===== src/rtl/hazard_ctrl_pkg.sv =====
// Shared types for hazard_ctrl: bus payload structs, bus FSM state and stage control bundle.
package hazard_ctrl_pkg;

  localparam int unsigned BUS_AW = 32;
  localparam int unsigned BUS_DW = 32;
  localparam int unsigned BUS_SW = BUS_DW / 8;

  typedef enum logic {
    BUS_IDLE = 1'b0,
    BUS_WAIT = 1'b1
  } bus_state_e;

  typedef struct packed {
    logic              valid;
    logic [BUS_AW-1:0] addr;
  } ibus_req_t;

  typedef struct packed {
    logic              addr_ok;
    logic              data_ok;
    logic [BUS_DW-1:0] data;
  } ibus_resp_t;

  typedef struct packed {
    logic              valid;
    logic [BUS_AW-1:0] addr;
    logic [BUS_SW-1:0] strobe;
    logic [BUS_DW-1:0] data;
  } dbus_req_t;

  typedef struct packed {
    logic              addr_ok;
    logic              data_ok;
    logic [BUS_DW-1:0] data;
  } dbus_resp_t;

  typedef struct packed {
    logic stall_f;
    logic stall_d;
    logic stall_e;
    logic stall_m;
    logic stall_w;
    logic flush_e;
  } hazard_ctl_t;

endpackage


===== src/rtl/hazard_ctrl_if.sv =====
// Fetch/data bus bundle seen by the hazard controller; master = pipeline/bus side.
interface hazard_ctrl_if;
  import hazard_ctrl_pkg::*;

  ibus_req_t  ireq;
  ibus_resp_t iresp;
  dbus_req_t  dreq;
  dbus_resp_t dresp;
  logic       imask;
  logic       dmask;

  modport master (output ireq, iresp, dreq, dresp, input imask, dmask);
  modport slave  (input ireq, iresp, dreq, dresp, output imask, dmask);

endinterface


===== src/rtl/hazard_ctrl_bus_wait_fsm.sv =====
// Per-bus handshake tracker: remembers an accepted request until its data returns.
module bus_wait_fsm
  import hazard_ctrl_pkg::*;
(
  input  logic clk,
  input  logic reset,
  input  logic valid,
  input  logic addr_ok,
  input  logic data_ok,
  input  logic store,
  output logic mask,
  output logic wait_c
);

  bus_state_e state;

  // Stores finish at addr_ok, so only loads/fetches ever park in WAIT.
  always_ff @(posedge clk) begin
    if (reset) begin
      state <= BUS_IDLE;
    end else begin
      case (state)
        BUS_IDLE: if (valid && addr_ok && !data_ok && !store) state <= BUS_WAIT;
        BUS_WAIT: if (data_ok) state <= BUS_IDLE;
        default:  state <= BUS_IDLE;
      endcase
    end
  end

  assign mask = (state == BUS_WAIT);

  always_comb begin
    wait_c = 1'b0;
    if (store) wait_c = !addr_ok;
    else       wait_c = (valid || (state == BUS_WAIT)) && !data_ok;
  end

endmodule


===== src/rtl/hazard_ctrl.sv =====
// Pipeline hazard controller: forwarding, per-stage stall/flush, bus wait and mult/div busy.
// Optional mult/div latency tracking is enabled with `define HAZARD_MULDIV_EN.
module hazard_ctrl
  import hazard_ctrl_pkg::*;
#(
  parameter int unsigned DATA_W  = 32,
  parameter int unsigned REG_AW  = 5,
  parameter int unsigned MUL_LAT = 4,
  parameter int unsigned DIV_LAT = 32
) (
  input  logic              clk,
  input  logic              reset,
  hazard_ctrl_if.slave      bus,
  input  logic [REG_AW-1:0] rsD,
  input  logic [REG_AW-1:0] rtD,
  input  logic [REG_AW-1:0] rsE,
  input  logic [REG_AW-1:0] rtE,
  input  logic              brD,
  input  logic              wrE,
  input  logic              wrM,
  input  logic              wrW,
  input  logic [REG_AW-1:0] wdstE,
  input  logic [REG_AW-1:0] wdstM,
  input  logic [REG_AW-1:0] wdstW,
  input  logic              loadE,
  input  logic              loadM,
  input  logic [DATA_W-1:0] vM,
  input  logic [DATA_W-1:0] vW,
  input  logic [DATA_W-1:0] vsD,
  input  logic [DATA_W-1:0] vtD,
  input  logic [DATA_W-1:0] vsE,
  input  logic [DATA_W-1:0] vtE,
  output logic [DATA_W-1:0] vsHD,
  output logic [DATA_W-1:0] vtHD,
  output logic [DATA_W-1:0] vsHE,
  output logic [DATA_W-1:0] vtHE,
  input  logic              mdStartE,
  input  logic              mdDivE,
  input  logic              mdD,
  input  logic              hiloRdD,
  output logic              mdBusy,
  output logic              stallF,
  output logic              stallD,
  output logic              stallE,
  output logic              stallM,
  output logic              stallW,
  output logic              flushE
);

  function automatic logic hit(input logic wr, input logic [REG_AW-1:0] dst,
                               input logic [REG_AW-1:0] src);
    return wr && (dst != '0) && (dst == src);
  endfunction

  logic        fwd_m;
  logic        iwait_c, dwait_c, dstore_c, freeze_c;
  logic        hz_c, hz_md_c;
  hazard_ctl_t ctl;

  assign fwd_m = wrM && !loadM;

  // M result beats W writeback; D only needs M since the regfile is write-first.
  always_comb begin
    vsHE = vsE;
    vtHE = vtE;
    vsHD = vsD;
    vtHD = vtD;
    if (hit(fwd_m, wdstM, rsE))      vsHE = vM;
    else if (hit(wrW, wdstW, rsE))   vsHE = vW;
    if (hit(fwd_m, wdstM, rtE))      vtHE = vM;
    else if (hit(wrW, wdstW, rtE))   vtHE = vW;
    if (hit(fwd_m, wdstM, rsD))      vsHD = vM;
    if (hit(fwd_m, wdstM, rtD))      vtHD = vM;
  end

  assign dstore_c = bus.dreq.valid && (bus.dreq.strobe != '0);

  bus_wait_fsm u_ibus_fsm (
    .clk     (clk),
    .reset   (reset),
    .valid   (bus.ireq.valid),
    .addr_ok (bus.iresp.addr_ok),
    .data_ok (bus.iresp.data_ok),
    .store   (1'b0),
    .mask    (bus.imask),
    .wait_c  (iwait_c)
  );

  bus_wait_fsm u_dbus_fsm (
    .clk     (clk),
    .reset   (reset),
    .valid   (bus.dreq.valid),
    .addr_ok (bus.dresp.addr_ok),
    .data_ok (bus.dresp.data_ok),
    .store   (dstore_c),
    .mask    (bus.dmask),
    .wait_c  (dwait_c)
  );

  assign freeze_c = iwait_c || dwait_c;

`ifdef HAZARD_MULDIV_EN
  localparam int unsigned MAX_LAT = (DIV_LAT > MUL_LAT) ? DIV_LAT : MUL_LAT;
  localparam int unsigned CNT_W   = $clog2(MAX_LAT + 1);

  logic [CNT_W-1:0] cnt;

  // Counts remaining busy cycles; keeps running through a bus freeze.
  always_ff @(posedge clk) begin
    if (reset) begin
      cnt <= '0;
    end else if (mdStartE && !freeze_c) begin
      cnt <= mdDivE ? CNT_W'(DIV_LAT - 1) : CNT_W'(MUL_LAT - 1);
    end else if (cnt != '0) begin
      cnt <= cnt - CNT_W'(1);
    end
  end

  assign mdBusy  = (cnt != '0);
  assign hz_md_c = (mdD || hiloRdD) && (mdBusy || mdStartE);
`else
  localparam int unsigned unused_lat = MUL_LAT + DIV_LAT;
  logic unused_md;

  assign unused_md = ^{mdStartE, mdDivE, mdD, hiloRdD, unused_lat[0]};
  assign mdBusy    = 1'b0;
  assign hz_md_c   = 1'b0;
`endif

  assign hz_c = hit(loadE, wdstE, rsD) || hit(loadE, wdstE, rtD) ||
                (brD && (hit(wrE, wdstE, rsD) || hit(wrE, wdstE, rtD) ||
                         hit(loadM, wdstM, rsD) || hit(loadM, wdstM, rtD))) ||
                hz_md_c;

  // A bus freeze holds every stage and must not inject a bubble.
  always_comb begin
    ctl = '0;
    if (freeze_c) begin
      ctl.stall_f = 1'b1;
      ctl.stall_d = 1'b1;
      ctl.stall_e = 1'b1;
      ctl.stall_m = 1'b1;
      ctl.stall_w = 1'b1;
    end else if (hz_c) begin
      ctl.stall_f = 1'b1;
      ctl.stall_d = 1'b1;
      ctl.flush_e = 1'b1;
    end
  end

  assign stallF = ctl.stall_f;
  assign stallD = ctl.stall_d;
  assign stallE = ctl.stall_e;
  assign stallM = ctl.stall_m;
  assign stallW = ctl.stall_w;
  assign flushE = ctl.flush_e;

  logic unused_bus;
  assign unused_bus = ^{bus.ireq.addr, bus.iresp.data, bus.dreq.addr,
                        bus.dreq.data, bus.dresp.data};

endmodule


===== src/flat_wrapper.sv =====
// flat-port wrapper written by rule: the top's interface ports become plain ports
module hazard_ctrl_flat import hazard_ctrl_pkg::*;
#(
  parameter int unsigned DATA_W  = 32,
  parameter int unsigned REG_AW  = 5,
  parameter int unsigned MUL_LAT = 4,
  parameter int unsigned DIV_LAT = 32
)
  (clk, reset, rsD, rtD, rsE, rtE, brD, wrE, wrM, wrW, wdstE, wdstM, wdstW, loadE, loadM, vM, vW, vsD, vtD, vsE, vtE, vsHD, vtHD, vsHE, vtHE, mdStartE, mdDivE, mdD, hiloRdD, mdBusy, stallF, stallD, stallE, stallM, stallW, flushE, bus_ireq, bus_iresp, bus_dreq, bus_dresp, bus_imask, bus_dmask);
  hazard_ctrl_if bus_i ();
  input  logic clk;
  input  logic reset;
  input  logic [REG_AW-1:0] rsD;
  input  logic [REG_AW-1:0] rtD;
  input  logic [REG_AW-1:0] rsE;
  input  logic [REG_AW-1:0] rtE;
  input  logic brD;
  input  logic wrE;
  input  logic wrM;
  input  logic wrW;
  input  logic [REG_AW-1:0] wdstE;
  input  logic [REG_AW-1:0] wdstM;
  input  logic [REG_AW-1:0] wdstW;
  input  logic loadE;
  input  logic loadM;
  input  logic [DATA_W-1:0] vM;
  input  logic [DATA_W-1:0] vW;
  input  logic [DATA_W-1:0] vsD;
  input  logic [DATA_W-1:0] vtD;
  input  logic [DATA_W-1:0] vsE;
  input  logic [DATA_W-1:0] vtE;
  output logic [DATA_W-1:0] vsHD;
  output logic [DATA_W-1:0] vtHD;
  output logic [DATA_W-1:0] vsHE;
  output logic [DATA_W-1:0] vtHE;
  input  logic mdStartE;
  input  logic mdDivE;
  input  logic mdD;
  input  logic hiloRdD;
  output logic mdBusy;
  output logic stallF;
  output logic stallD;
  output logic stallE;
  output logic stallM;
  output logic stallW;
  output logic flushE;
  input wire logic [$bits(bus_i.ireq)-1:0] bus_ireq;
  input wire logic [$bits(bus_i.iresp)-1:0] bus_iresp;
  input wire logic [$bits(bus_i.dreq)-1:0] bus_dreq;
  input wire logic [$bits(bus_i.dresp)-1:0] bus_dresp;
  output wire logic [$bits(bus_i.imask)-1:0] bus_imask;
  output wire logic [$bits(bus_i.dmask)-1:0] bus_dmask;
  assign bus_i.ireq = bus_ireq;
  assign bus_i.iresp = bus_iresp;
  assign bus_i.dreq = bus_dreq;
  assign bus_i.dresp = bus_dresp;
  assign bus_imask = bus_i.imask;
  assign bus_dmask = bus_i.dmask;
  hazard_ctrl #(.DATA_W(DATA_W), .REG_AW(REG_AW), .MUL_LAT(MUL_LAT), .DIV_LAT(DIV_LAT)) u_core (.clk(clk), .reset(reset), .bus(bus_i), .rsD(rsD), .rtD(rtD), .rsE(rsE), .rtE(rtE), .brD(brD), .wrE(wrE), .wrM(wrM), .wrW(wrW), .wdstE(wdstE), .wdstM(wdstM), .wdstW(wdstW), .loadE(loadE), .loadM(loadM), .vM(vM), .vW(vW), .vsD(vsD), .vtD(vtD), .vsE(vsE), .vtE(vtE), .vsHD(vsHD), .vtHD(vtHD), .vsHE(vsHE), .vtHE(vtHE), .mdStartE(mdStartE), .mdDivE(mdDivE), .mdD(mdD), .hiloRdD(hiloRdD), .mdBusy(mdBusy), .stallF(stallF), .stallD(stallD), .stallE(stallE), .stallM(stallM), .stallW(stallW), .flushE(flushE));
endmodule

===== config.mk =====
export PLATFORM = sky130hd
export DESIGN_NAME = hazard_ctrl_flat
export DESIGN_NICKNAME = d
export VERILOG_FILES = /design/src/rtl/hazard_ctrl_pkg.sv /design/src/rtl/hazard_ctrl_if.sv /design/src/rtl/hazard_ctrl_bus_wait_fsm.sv /design/src/rtl/hazard_ctrl.sv /design/src/flat_wrapper.sv
export SDC_FILE = /design/constraint.sdc
export NUM_CORES = 1
export LEC_CHECK = 0
export BUFFER_PORTS_ARGS = -buffer_cell sky130_fd_sc_hd__buf_2
export CAP_MARGIN = 15
export CORE_AREA = 5 5 208 210
export CTS_CLUSTER_DIAMETER = 200
export DETAILED_ROUTE_END_ITERATION = 12
export DIE_AREA = 0 0 213 215
export PLACE_DENSITY = 0.37
export SYNTH_ARGS = -nofsm -noshare
export SYNTH_HDL_FRONTEND = slang
export SYNTH_HIERARCHICAL = 1
export SYNTH_SLANG_ARGS = --single-unit
export TNS_END_PERCENT = 100

===== constraint.sdc =====
create_clock -name clk -period 2.8 [get_ports clk]
set_clock_uncertainty 0.15 [all_clocks]
set_input_delay 0.14 -clock clk [delete_from_list [all_inputs] [get_ports clk]]
set_output_delay 0.14 -clock clk [all_outputs]
set_load 0.01 [all_outputs]

==> results.sh, run 1 <==
export IMPL_run_status="completed"
export IMPL_finalWeightedCongestion=0.809
export IMPL_gr_usage_all_layers_pct=9.29
export IMPL_rows=75
export IMPL_clkLatencyLatePin_ns=0.22
export IMPL_max_cap_violations=0
export IMPL_grt_pass1_wl_mm=31.8
export IMPL_m1WireLength_mm=10.9
export IMPL_simple_gate_portion_of_the_synthesized_area_pct=22.1
export IMPL_die_width_um=213
export IMPL_setup_worst_path_start="wdstM[1]"
export IMPL_place_hpwl_mm=20.8
export IMPL_synth_top_family_by_area="multiplexers"
export IMPL_area_of_the_mapped_netlist_mm2=0.00322
export IMPL_achievable_frequency_mhz=387
export IMPL_layout_cells_most_common_list="380 x sky130_fd_sc_hd__buf_2, 66 x sky130_fd_sc_hd__nor2_1, 64 x sky130_fd_sc_hd__nand2_1"
export IMPL_grt_overflow=0
export IMPL_synthDistinctLibCells=39
export IMPL_floorplan_die_area_mm2=0.0458
export IMPL_final_total_pwr_uw=974
export IMPL_timing_setup_critical_path_class="input port to output port"
export IMPL_critical_path_cell_chain="buf_2 > xnor2_1 > nand3_1 > nor4_4 > buf_12 > mux2_2 > buf_2"
export IMPL_grt_max_degree=45
export IMPL_yosys_area_share_adder_pct=0
export IMPL_synth_compound_area_share_pct=21.2
export IMPL_slew_viol_final=0
export IMPL_critical_path_max_stage_delay_ns=0.81
export IMPL_min_period_ns=2.58
export IMPL_detail_route_first_pass_iterations=4
export IMPL_via_to_cell_ratio=3.39
export IMPL_multi_input_area_mm2=0.00283
export IMPL_vert_die_dim_um=215
export IMPL_critical_path_buf_inv_count=3
export IMPL_area_growth_synth_to_final_pct=76.7
export IMPL_drt_wirelength_per_cell_um=17.7
export IMPL_detailedRoute_firstIterationViolations=121
export IMPL_met2_length_mm=10.2
export IMPL_io_buffers=380
export IMPL_cellPowerDensity_mw_per_mm2=171
export IMPL_grt_setup_unrepaired="false"
export IMPL_drt_antenna_violating_nets=0
export IMPL_post_synth_inst_count=417
export IMPL_critical_path_endpoint_type="output port"
export IMPL_final_seq_area_um2=40.0
export IMPL_synth_edff_count=0
export IMPL_worst_pin_slew_ns=0.882
export IMPL_register_bit_total_from_synthesis=2
export IMPL_numCtsBuffers=3
export IMPL_final_nets=1189
export IMPL_crit_path_frequent_cell="sky130_fd_sc_hd__buf_2"
export IMPL_met3RoutedLength_mm=2.07
export IMPL_final_setup_viol_count=0
export IMPL_cts_max_level=1
export IMPL_fillers=4821
export IMPL_timing_critical_path_max_delay_family="simple AND/OR/NAND/NOR gates"
export IMPL_mostFrequentLayoutCell="sky130_fd_sc_hd__buf_2"
export IMPL_dr_total_vias=4465
export IMPL_min_path_type="input port to output port"
export IMPL_synth_flop_cell="sky130_fd_sc_hd__dfxtp_1"
export IMPL_number_of_top_level_design_ports=546
export IMPL_starting_density_pct=7.79
export IMPL_worstSetupStartpointType="input port"
export IMPL_critPathArrivalTime_ns=2.29
export IMPL_top_layer_used="met5"
export IMPL_synth_seq_area_share_pct=1.24
export IMPL_final_layout_size_suffix_gt1_share_pct=65.2
export IMPL_timing_rr_start="u_core/u_ibus_fsm/mask"
export IMPL_fin_crit_sh_pct=92.2
export IMPL_hold_buffers=4
export IMPL_drc_violation_count_after_routing=0
export IMPL_timing_hold_ws_ns=0.431
export IMPL_core_region_mm2=0.0414
export IMPL_min_from="vsD[8]"
export IMPL_routed_wl_mm=23.3
export IMPL_synth_async_sr_flop_share_pct=0
export IMPL_post_cts_setup_buffers=0
export IMPL_post_cts_resized=0
export IMPL_fin_cells=1318
export IMPL_post_synth_cell_area_avg_um2=7.73
export IMPL_cts_root_buffer_cell="sky130_fd_sc_hd__clkbuf_16"
export IMPL_via_count_of_the_first_global_routing_pass=4631
export IMPL_tritoncts="built"
export IMPL_ys_warn_count=6
export IMPL_hold_violations=0
export IMPL_muxShareOfSynthArea_pct=32.9
export IMPL_cts_sinks=2
export IMPL_synth_xor_area_share_pct=10.9
export IMPL_setup_tns_final_ns=0
export IMPL_cpMaxStageDelayCell="sky130_fd_sc_hd__nor4_4"
export IMPL_clk_path_buf_depth=2
export IMPL_p_leak_nw=2.60
export IMPL_vdd_drop_max_v=0.000354
export IMPL_antenna_found_initial=6
export IMPL_worst_relative_slew_slack_pct=40.7
export IMPL_final_core_util_pct=13.8
export IMPL_dpl_cell_count=1310
export IMPL_crit_required_ns=2.51
export IMPL_crit_fanout=27
==> final timing paths <==
kind / slack [ns] / to / depth (start not counted)
setup / recovery: 0.22 / vtHD[29] / 7
hold / removal: 0.43 / vsHD[8] / 3
setup reg to reg: 1.47 / u_core/u_ibus_fsm/mask / 3
hold reg to reg: 0.88 / u_core/u_dbus_fsm/mask / 3
==> area by class of cell <==
type                            count  share of cell area [%]
Antenna cell                        1                  0.0439
Clock buffer                        3                    1.32
Inverter                            2                   0.132
Multi-Input combinational cell    375                    49.6
Sequential cell                     2                   0.703
Tap cell                          539                    11.8
Timing Repair Buffer              396                    36.3
==> tightest hold or removal path: cells and delay by family <==
family,cells,cell delay (ns)
buf+inv,2,0.19
mux,1,0.11
==> metal layers <==
layer / track usage [%] / vias to the layer above
met1: 13.1 / 2002
met5: 0 / -
met3: 2.28 / 14
met2: 15.2 / 254
li1: - / 2185
met4: 0.320 / 10
==> per-stage QoR <==
stage / setup slack, ns / instance area [µm²]
3_3_place_gp: 0.192 / 5580
2_1_floorplan: 0.840 / 3230
6_report: 0.218 / 5700
4_1_cts: 0.162 / 5690
3_5_place_dp: 0.161 / 5580
5_1_grt: 0.0967 / 5690
==> cell families after synthesis <==
logic type / count (synthesis)
AO/OA/AOI/OAI: 77
XOR/XNOR: 40
buffers and inverters: 42
flip-flops: 2
multiplexers: 98
other: 1
AND/OR/NAND/NOR: 157
==> synthesized netlist by cell type (all sizes together), types with 2 or more instances <==
cell type   n  area, µm²
inv         2       7.51
a21oi      35        213
mux2i      34        340
nor3        6       30.0
and3        2       12.5
mux2       64        721
xnor2      19        166
o21ai       2       21.3
a211oi      2       25.0
o21bai      3       22.5
nand3       7       35.0
clkbuf      9       45.0
buf        31        320
nand3b      3       47.6
dfxtp       2       40.0
a31oi      32        375
or4         4       37.5
nand2      64        240
nor2       66        248
nor4        3       48.8
xor2       21        184
==> power by group <==
part	switching [mW]	total (mW)	internal, mW	leakage, nW
sequential	0.000529	0.0300	0.0295	0.0162
combinational	0.378	0.730	0.352	2.54
clock	0.0327	0.214	0.182	0.0370
==> sequential cells by signal, indices dropped and copies added (netlist names) <==
| register | count |
|---|---|
| u_core/u_dbus_fsm/mask | 1 |
| u_core/u_ibus_fsm/mask | 1 |
No activity file was read; power rests on OpenSTA's default activity.
==> inputs of run 2 (changes only) <==
--- a/config.mk
+++ b/config.mk
@@ -11,7 +11,6 @@
 export CTS_CLUSTER_DIAMETER = 200
 export DETAILED_ROUTE_END_ITERATION = 12
 export DIE_AREA = 0 0 213 215
-export PLACE_DENSITY = 0.37
 export SYNTH_ARGS = -nofsm -noshare
 export SYNTH_HDL_FRONTEND = slang
 export SYNTH_HIERARCHICAL = 1
==> results.sh, run 2 (same netlist as run 1, synthesis figures left out) <==
export IMPL_final_setup_viol_count=0
export IMPL_run_status="completed"
export IMPL_postLayoutCellArea_mm2=0.00576
export IMPL_final_nets=1195
export IMPL_via_to_cell_ratio=3.50
export IMPL_worstSetupStartpointType="input port"
export IMPL_drt_wirelength_per_cell_um=17.8
export IMPL_area_growth_synth_to_final_pct=78.7
export IMPL_vert_die_dim_um=215
export IMPL_finalWeightedCongestion=0.898
export IMPL_numCtsBuffers=3
export IMPL_io_buffers=380
export IMPL_via_count_of_the_first_global_routing_pass=4911
export IMPL_die_width_um=213
export IMPL_drc_violation_count_after_routing=0
export IMPL_slew_viol_final=0
export IMPL_preCtsSetupSlack_ns=-0.0124
export IMPL_cpMaxStageDelayCell="sky130_fd_sc_hd__or4_1"
export IMPL_detailedRoute_firstIterationViolations=116
export IMPL_ff2ff_setup_slack_ns=1.40
export IMPL_max_cap_violations=0
export IMPL_place_hpwl_mm=21.3
export IMPL_achievable_frequency_mhz=417
export IMPL_critical_path_cell_chain="buf_2 > or4_1 > o21a_1 > and3_2 > buf_4 > mux2i_1 > a21oi_2 > buf_2"
export IMPL_min_period_ns=2.40
export IMPL_min_path_type="input port to output port"
export IMPL_grt_max_degree=50
export IMPL_grt_overflow=0
export IMPL_p_leak_nw=2.63
export IMPL_layout_cells_most_common_list="380 x sky130_fd_sc_hd__buf_2, 66 x sky130_fd_sc_hd__nor2_1, 64 x sky130_fd_sc_hd__nand2_1"
export IMPL_final_layout_size_suffix_gt1_share_pct=65.4
export IMPL_dr_total_vias=4639
export IMPL_starting_density_pct=7.79
export IMPL_cts_sinks=2
export IMPL_fillers=4811
export IMPL_crit_path_frequent_cell="sky130_fd_sc_hd__buf_2"
export IMPL_clkLatencyLatePin_ns=0.22
export IMPL_detail_route_first_pass_iterations=4
export IMPL_cts_root_buffer_cell="sky130_fd_sc_hd__clkbuf_16"
export IMPL_timing_setup_critical_path_class="input port to output port"
export IMPL_vdd_drop_max_v=0.000386
export IMPL_gr_usage_all_layers_pct=9.48
export IMPL_hold_violations=0
export IMPL_floorplan_die_area_mm2=0.0458
export IMPL_fin_crit_sh_pct=85.6
export IMPL_post_cts_resized=0
export IMPL_grt_setup_unrepaired="false"
export IMPL_placement_cell_area_mm2=0.00563
export IMPL_setup_tns_final_ns=0
export IMPL_core_region_mm2=0.0414
export IMPL_critical_path_endpoint_type="output port"
export IMPL_crit_fanout=20
export IMPL_critical_path_max_stage_delay_ns=0.52
export IMPL_routed_wl_mm=23.7
export IMPL_cts_max_level=1
export IMPL_tritoncts="built"
export IMPL_rows=75
export IMPL_worst_slack_setup_final_ns=0.404
export IMPL_critPathArrivalTime_ns=2.11
export IMPL_crit_required_ns=2.51
export IMPL_number_of_top_level_design_ports=546
export IMPL_grt_pass1_wl_mm=32.0
export IMPL_cellPowerDensity_mw_per_mm2=170
export IMPL_antenna_found_initial=9
export IMPL_timing_hold_ws_ns=0.427
export IMPL_clk_path_buf_depth=2
export IMPL_drt_antenna_violating_nets=0
export IMPL_mostFrequentLayoutCell="sky130_fd_sc_hd__buf_2"
run 2: cell types whose count changed in the layout (fill, tap and decap cells not counted), sizes merged:
cell,previous run,this run
buf,392,398
diode,1,4
run 2: per-layer routing:
layer	global-route usage [%]	part of all wire [%]	wire [µm]
met5	0	0.26	61
met4	2.54	2.1	507
met3	3.19	10	2450
met2	15.8	44	10400
met1	11.7	43	10200
run 2: power by group:
| group | leakage (nW) | total (mW) | switching [mW] | internal, mW |
|---|---|---|---|---|
| Clock | 0.0370 | 0.219 | 0.0372 | 0.182 |
| Sequential | 0.0162 | 0.0301 | 0.000675 | 0.0294 |
| Combinational | 2.58 | 0.731 | 0.375 | 0.356 |
| Total | 2.63 | 0.980 | 0.413 | 0.567 |
run 2: worst max-delay path: cells and delay by family:
kind	cells	cell delay, ns
and+or+nand+nor	2	0.72
AOI/OAI and AO/OA	2	0.31
muxes	1	0.37
buffers and inverters	3	0.56
run 2: layout make-up:
| cell class | count | area (µm²) | area share [%] |
|---|---|---|---|
| antenna | 4 | 10.0 | 0.174 |
| clock buffer | 3 | 75.1 | 1.30 |
| inverter | 2 | 7.51 | 0.130 |
| multi-input combinational | 375 | 2830 | 49.1 |
| sequential | 2 | 40.0 | 0.695 |
| tap | 539 | 674 | 11.7 |
| timing repair buffer | 402 | 2130 | 36.9 |
run 2: stage by stage:
step / cells / util (%) / total power [mW]
detailed placement: 1315 / 13.6 / 0.768
global route: 1325 / 13.9 / 1.05
floorplan: 419 / - / 0.360
global placement: 1315 / 13.6 / 0.760
finish: 1327 / 13.9 / 0.980
CTS: 1323 / 13.9 / 0.997
run 2: worst paths after layout:
check                                            start                      to  cells past startpoint
worst max-delay path                          wdstW[1]                vsHE[29]                      8
worst min-delay path                           vtD[11]                vtHD[11]                      3
worst max register to register  u_core/u_ibus_fsm/mask  u_core/u_ibus_fsm/mask                      3
worst min register to register  u_core/u_dbus_fsm/mask  u_core/u_dbus_fsm/mask                      3
run 2: what timing repair did:
item	4_1_cts	5_1_grt
buffers inserted	1	0
hold buffers	4	0
hold endpoints to repair	2	0
setup endpoints to repair	1	0
==> inputs of run 3 (changes only) <==
--- a/config.mk
+++ b/config.mk
@@ -11,6 +11,8 @@
 export CTS_CLUSTER_DIAMETER = 200
 export DETAILED_ROUTE_END_ITERATION = 12
 export DIE_AREA = 0 0 213 215
+export SETUP_SLACK_MARGIN = 0.5
+export SKIP_CTS_REPAIR_TIMING = 1
 export SYNTH_ARGS = -nofsm -noshare
 export SYNTH_HDL_FRONTEND = slang
 export SYNTH_HIERARCHICAL = 1
==> results.sh, run 3 (same netlist as run 1, synthesis figures left out) <==
export IMPL_run_status="completed"
export IMPL_min_path_type="input port to output port"
export IMPL_final_setup_viol_count=0
export IMPL_area_growth_synth_to_final_pct=90.3
export IMPL_clk_path_buf_depth=2
export IMPL_grt_max_degree=50
export IMPL_crit_fanout=10
export IMPL_numCtsBuffers=3
export IMPL_final_layout_size_suffix_gt1_share_pct=68.0
export IMPL_number_of_top_level_design_ports=546
export IMPL_reg2reg_to="u_core/u_ibus_fsm/mask"
export IMPL_cellPowerDensity_mw_per_mm2=165
export IMPL_timing_rr_start="u_core/u_ibus_fsm/mask"
export IMPL_dpl_cell_count=1315
export IMPL_p_leak_nw=2.79
export IMPL_setup_worst_path_start="wdstW[1]"
export IMPL_finalWeightedCongestion=0.898
export IMPL_io_buffers=380
export IMPL_ff2ff_setup_slack_ns=1.41
export IMPL_fin_crit_sh_pct=79.7
export IMPL_critical_path_endpoint_type="output port"
export IMPL_routed_wl_mm=27.5
export IMPL_crit_required_ns=2.51
export IMPL_achievable_frequency_mhz=448
export IMPL_vert_die_dim_um=215
export IMPL_tritoncts="built"
export IMPL_fin_cells=1340
export IMPL_die_width_um=213
export IMPL_place_hpwl_mm=21.3
export IMPL_detail_route_first_pass_iterations=4
export IMPL_cts_root_buffer_cell="sky130_fd_sc_hd__clkbuf_16"
export IMPL_worstSetupStartpointType="input port"
export IMPL_layout_cells_most_common_list="377 x sky130_fd_sc_hd__buf_2, 64 x sky130_fd_sc_hd__nand2_1, 60 x sky130_fd_sc_hd__mux2_2"
export IMPL_fillers=4777
export IMPL_mostFrequentLayoutCell="sky130_fd_sc_hd__buf_2"
export IMPL_gr_usage_all_layers_pct=9.44
export IMPL_slew_viol_final=0
export IMPL_detailedRoute_firstIterationViolations=113
export IMPL_final_nets=1208
export IMPL_critPathArrivalTime_ns=1.94
export IMPL_starting_density_pct=7.79
export IMPL_grt_overflow=0
export IMPL_drt_wirelength_per_cell_um=20.6
export IMPL_timing_hold_ws_ns=0.429
export IMPL_min_delay_path_depth=3
export IMPL_drt_antenna_violating_nets=0
export IMPL_dr_total_vias=4824
export IMPL_cts_sinks=2
export IMPL_drc_violation_count_after_routing=0
export IMPL_antenna_found_initial=9
export IMPL_grt_pass1_wl_mm=31.9
export IMPL_vdd_drop_max_v=0.000387
export IMPL_worstSetupEndpoint="vsHE[29]"
export IMPL_hold_violations=0
export IMPL_core_region_mm2=0.0414
export IMPL_floorplan_die_area_mm2=0.0458
export IMPL_final_core_util_pct=14.8
export IMPL_clkLatencyLatePin_ns=0.22
export IMPL_via_count_of_the_first_global_routing_pass=4834
export IMPL_rows=75
export IMPL_timing_setup_critical_path_class="input port to output port"
export IMPL_reg2regPathDepth=3
export IMPL_min_period_ns=2.23
export IMPL_max_cap_violations=0
export IMPL_via_to_cell_ratio=3.60
export IMPL_cts_max_level=1
export IMPL_grt_setup_unrepaired="true"
## run 3: changes by cell type in the layout (fill, tap and decap cells not counted), moves of 3 or more
cell,before,now
sky130_fd_sc_hd__buf_2,380,377
sky130_fd_sc_hd__buf_4,14,10
sky130_fd_sc_hd__buf_6,0,11
sky130_fd_sc_hd__clkbuf_16,3,9
sky130_fd_sc_hd__nor2_1,66,56
sky130_fd_sc_hd__nor2_2,0,10
## run 3: layer usage
metal | wire, µm | vias to the layer above | track usage, %
met5 | 47 | - | 0
met4 | 697 | 6 | 1.96
met3 | 3060 | 48 | 3.35
met2 | 11800 | 354 | 16.0
met1 | 11900 | 2189 | 11.5
li1 | - | 2227 | -
## run 3: critical path: stages
cell and delay [ns]:
sky130_fd_sc_hd__buf_2 0.14, sky130_fd_sc_hd__or4_1 0.51, sky130_fd_sc_hd__o21a_1 0.21, sky130_fd_sc_hd__and3_2 0.23, sky130_fd_sc_hd__buf_12 0.18, sky130_fd_sc_hd__mux2i_2 0.28
sky130_fd_sc_hd__a21oi_2 0.09, sky130_fd_sc_hd__buf_2 0.14
## run 3: worst min path at each step
stage / startpoint / end
5_1_grt: vtD[11] / vtHD[11]
6_report: vtD[11] / vtHD[11]
2_1_floorplan: reset / u_core/u_dbus_fsm/mask
4_1_cts: bus_iresp[32] / u_core/u_ibus_fsm/mask
3_5_place_dp: bus_iresp[32] / u_core/u_ibus_fsm/mask
3_3_place_gp: bus_iresp[32] / u_core/u_ibus_fsm/mask
## run 3: through the flow
stage	cell area (µm²)	power, mW	setup slack [ns]	setup TNS [ns]
after floorplan	3230	0.360	0.840	0
after global placement	5630	0.760	0.0359	0
after detailed placement	5630	0.768	-0.0124	-0.0124
after CTS	5700	0.994	-0.0115	-0.0115
after global routing	6130	1.08	0.481	0
final	6130	1.01	0.567	0
## run 3: final cells by class
type	count	area, µm²	area share [%]
Multi-Input combinational cell	375	2900	47.3
Timing Repair Buffer	415	2430	39.6
Tap cell	539	674	11.0
Clock buffer	3	75.1	1.22
Sequential cell	2	40.0	0.653
Antenna cell	4	10.0	0.163
Inverter	2	7.51	0.122
## run 3: where the power goes
group / total (mW) / switching, mW / internal [mW]
sequential: 0.0301 / 0.000662 / 0.0294
combinational: 0.762 / 0.390 / 0.371
clock: 0.220 / 0.0379 / 0.182
total: 1.01 / 0.429 / 0.583
